**src/rtl/sort_frame_packer.sv**
```systemverilog
// sort_frame_packer: groups a source stream into FRAME_LEN-element frames for the merge sorter.
// Optional build macro SORT_PAD_EN: complete short frames with all-ones pad elements.
module sort_frame_packer #(
    parameter int FRAME_LEN = 32,
    parameter int DATA_W    = 32
) (
    input  logic              clk,
    input  logic              rst_n,
    input  logic [DATA_W-1:0] src_data,
    input  logic              src_valid,
    input  logic              src_last,
    output logic              src_ready,
    output logic [DATA_W-1:0] out,
    output logic              valid_out,
    output logic              last_out,
    input  logic              ready,
    output logic              pad_active,
    output logic [15:0]       frame_count
);

    localparam int IDX_W = (FRAME_LEN > 1) ? $clog2(FRAME_LEN) : 1;
    localparam logic [IDX_W-1:0] IDX_MAX = IDX_W'(FRAME_LEN - 1);
    localparam logic [IDX_W-1:0] IDX_ONE = IDX_W'(1);

    typedef enum logic {
        FILL = 1'b0,
        PAD  = 1'b1
    } state_t;

    state_t           state;
    logic [IDX_W-1:0] idx;
    logic             load_ok;
    logic             src_take;
    logic             idx_end;

    // Output register can take a new beat when empty or being drained.
    assign load_ok   = !valid_out || ready;
    // Reset gating keeps src_ready low while rst_n is held.
    assign src_ready = rst_n && (state == FILL) && load_ok;
    assign src_take  = src_valid && src_ready;
    assign idx_end   = (idx == IDX_MAX);

`ifdef SORT_PAD_EN
    assign pad_active = (state == PAD);
`else
    assign pad_active = 1'b0;
`endif

    // Frame FSM, element index, output register and frame counter.
    always_ff @(posedge clk or negedge rst_n) begin
        if (!rst_n) begin
            state       <= FILL;
            idx         <= '0;
            out         <= '0;
            valid_out   <= 1'b0;
            last_out    <= 1'b0;
            frame_count <= '0;
        end else begin
            if (valid_out && ready) begin
                valid_out <= 1'b0;
                if (last_out) begin
                    frame_count <= frame_count + 16'd1;
                end
            end
            unique case (state)
                FILL: begin
                    if (src_take) begin
                        out       <= src_data;
                        valid_out <= 1'b1;
                        if (idx_end) begin
                            last_out <= 1'b1;
                            idx      <= '0;
`ifdef SORT_PAD_EN
                        end else if (src_last) begin
                            last_out <= 1'b0;
                            idx      <= idx + IDX_ONE;
                            state    <= PAD;
`else
                        end else if (src_last) begin
                            last_out <= 1'b1;
                            idx      <= '0;
`endif
                        end else begin
                            last_out <= 1'b0;
                            idx      <= idx + IDX_ONE;
                        end
                    end
                end
`ifdef SORT_PAD_EN
                PAD: begin
                    if (load_ok) begin
                        out       <= '1;
                        valid_out <= 1'b1;
                        last_out  <= idx_end;
                        if (idx_end) begin
                            idx   <= '0;
                            state <= FILL;
                        end else begin
                            idx <= idx + IDX_ONE;
                        end
                    end
                end
`endif
                default: begin
                    state <= FILL;
                end
            endcase
        end
    end

endmodule

```
**config.mk**
```make
export PLATFORM = sky130hd
export DESIGN_NAME = sort_frame_packer
export DESIGN_NICKNAME = d
export VERILOG_FILES = /design/src/rtl/sort_frame_packer.sv
export SDC_FILE = /design/constraint.sdc
export NUM_CORES = 1
export LEC_CHECK = 0
export CORE_MARGIN = 2
export CORE_UTILIZATION = 48
export CTS_BUF_LIST = sky130_fd_sc_hd__clkbuf_2 sky130_fd_sc_hd__clkbuf_4 sky130_fd_sc_hd__clkbuf_8
export CTS_CLUSTER_SIZE = 20
export DETAILED_ROUTE_END_ITERATION = 10
export GPL_ROUTABILITY_DRIVEN = 0
export PLACE_DENSITY = 0.85
export SLEW_MARGIN = 10
export SYNTH_ARGS = -nofsm -noshare
export SYNTH_HDL_FRONTEND = slang
export SYNTH_SLANG_ARGS = --single-unit
export TNS_END_PERCENT = 50
```
**constraint.sdc**
```tcl
create_clock -name clk -period 4.6 [get_ports clk]
set_input_delay 0.69 -clock clk [delete_from_list [all_inputs] [get_ports clk]]
set_output_delay 0.69 -clock clk [all_outputs]
set_load 0.01 [all_outputs]
```
==> flow_metrics.tcl <==
set metrics [dict create \
    routedWlPerCell_um 14.2 \
    fin_crit_sh_pct 59.2 \
    most-common-layout-cells "clkdlybuf4s50_1, dfrtp_1, mux2_2, nand2_1, xor2_1" \
    power_density_mw_per_mm2 368 \
    combPwrFrac_pct 26.1 \
    clock_latency_ps 310 \
    grt_pass1_vias 1601 \
    yosysTopAreaCell "dfrtp_1" \
    ctsHtreeMaxLevel 2 \
    synth-edff-count 0 \
    clkSinkCount 55 \
    cp-start-kind "input port" \
    drtIter0Drc 48 \
    ant_nets 0 \
    place.port_buffers 87 \
    die-area_mm2 0.00535 \
    syn_inst 168 \
    end_kind "output port" \
    clk_root_buffer_cell "clkbuf_8" \
    hpwl_um 3230 \
    sw_frac_of_total_pct 26.6 \
    ys_types 28 \
    status "complete, no violations" \
    start_util_pct 49.3 \
    critical_path_class "in2out" \
    cts_tree "yes" \
    row_count 25 \
    fmax_ghz 0.367 \
    synth_warnings 0 \
    postCtsResizedCells 0 \
    synthTopCellsByArea "dfrtp_1, mux2_2, xor2_1" \
    peakVddDrop_mv 0.227 \
    power_frac_seq_pct 50.9 \
    clockBufferDepth 2 \
    slew_headroom_pct 33.7 \
    cp_data_arrival_time_ps 2030 \
    tns_ps 0 \
    period_minus_slack_ps 2720 \
    io_pins 89 \
    overflow 0 \
    drc 0 \
    areaGrowthSynthToFinish_pct 43.9 \
    antenna_found_initial 0 \
    finalSetupViolCount 0 \
    avgSynthCellArea_um2 13.7 \
    path_max_fanout 3 \
    async_reset_ff_share_pct 100 \
    clk_pin_slew_ps 90 \
    place_worst_setup_slack_ps 1630 \
    dr_total_vias 1588 \
    drive_above_1_share_pct 19.0 \
    final_util_pct 70.9 \
    ys_ff_latch 55 \
    diodes 0 \
    grt_start_max_net_pins 46 \
    numCtsBuffers 5 \
    dr.pass1.iters 4 \
    grt_usage_pct 17.8 \
    tightest_slew_ps 994 \
    skew_ps 7.22 \
    required_ps 3910 \
    viasPerCell 5.09 \
    p_int_uw 892 \
    fp.dieH_um 73.2 \
    synth.yosys.seq_area_share_pct 59.9 \
    setup_slack_ps 1880 \
    clockPowerShare_pct 23.0 \
    p_leak_nw 1.45 \
    grt_pass1_wl_um 7270 \
    drv_cap 0 \
    synth_top_area_share_pct 59.9 \
    cts_setup_buffers 0 \
    rsz0062_at_grt "no" \
    switchingPower_uw 324 \
    final_common_cell "clkdlybuf4s50_1" \
    hold_violations 0 \
    coreArea_mm2 0.00466 \
    syn-num-nets 209 \
    synth_area_mm2 0.00230 \
    drt-total-wl_um 4430 \
    nets 298 \
    synthFlopType "dfrtp_1" \
    die_x_um 73.2 \
    postCtsHoldBufs 0 \
    final_max_slew_viol_count 0 \
    hold_class "in2async" \
]
[critical path, cell delays in order]
cell and delay, ps:
clkdlybuf4s50_1 470, nand2b_1 180, and2_1 150, clkdlybuf4s50_1 540
[path summary, 6_finish.rpt]
path / from / endpoint / slack, ps / cells past startpoint
setup / recovery: ready / src_ready / 1880 / 4
hold / removal: rst_n / frame_count[7] / 400 / 1
setup reg to reg: valid_out / out[30] / 2570 / 3
hold reg to reg: frame_count[15] / frame_count[15] / 480 / 1
max in group asynchronous: rst_n / out[2] / 3390 / 2
min in group clk: frame_count[15] / frame_count[15] / 480 / 1
[cells by family (layout without fill, tap and decap cells)]
logic type	after synthesis	in the layout	synth area share, %
flip-flops	55	55	59.9
AND/OR/NAND/NOR	42	42	11.7
multiplexers	33	33	16.2
XOR/XNOR	15	15	5.72
AO/OA/AOI/OAI	9	9	2.23
buffers and inverters	9	99	1.85
adder cells (fa/ha/maj)	4	4	2.18
other	1	1	0.163
[through the flow]
step | area (um2) | std cells | hold WS, ps | power [mW]
final | 3300 | 312 | 404 | 1.22
after global routing | 3300 | 312 | 442 | 1.28
after CTS | 3300 | 312 | 412 | 1.23
after detailed placement | 3210 | 304 | 464 | 0.949
after global placement | 3210 | 304 | 458 | 0.942
after floorplan | 2300 | 168 | 394 | 0.743
[power by group through the flow]
stage / Sequential (mW) / Clock [mW] / Combinational (mW)
floorplan: 0.653 / 0 / 0.0905
global placement: 0.627 / 0 / 0.314
detailed placement: 0.627 / 0 / 0.322
CTS: 0.619 / 0.291 / 0.323
global route: 0.629 / 0.309 / 0.345
finish: 0.619 / 0.280 / 0.317
[per-layer routing]
layer / vias up / global-route usage [%] / wire length, um
met5: - / 0 / 0
met4: 0 / 4.94 / 42
met3: 5 / 5.80 / 313
met2: 60 / 28.1 / 2040
met1: 764 / 23.5 / 2040
li1: 759 / - / -
[area by class of cell]
type	instances	area [um2]
clock buffers	7	90.1
clock inverters	1	8.76
fillers	328	1360
inverters	3	11.3
multi-input cells	104	877
flip-flops and latches	55	1380
well taps	54	67.6
repair buffers	88	873
[cell usage after synthesis, drive strengths merged (2+ instances only)]
master,number
mux2,33
xor2,8
ha,4
o21ai,7
nand2,12
nor4,2
nor3,8
nand3,4
xnor2,7
inv,3
nor2,4
dfrtp,55
buf,5
and3,3
nand4,5
[sequential cells by signal, indices dropped and copies added, names as in the netlist]
name         cells
out             32
frame_count     16
idx              5
last_out         1
valid_out        1
No activity file was read; power rests on OpenSTA's default activity.
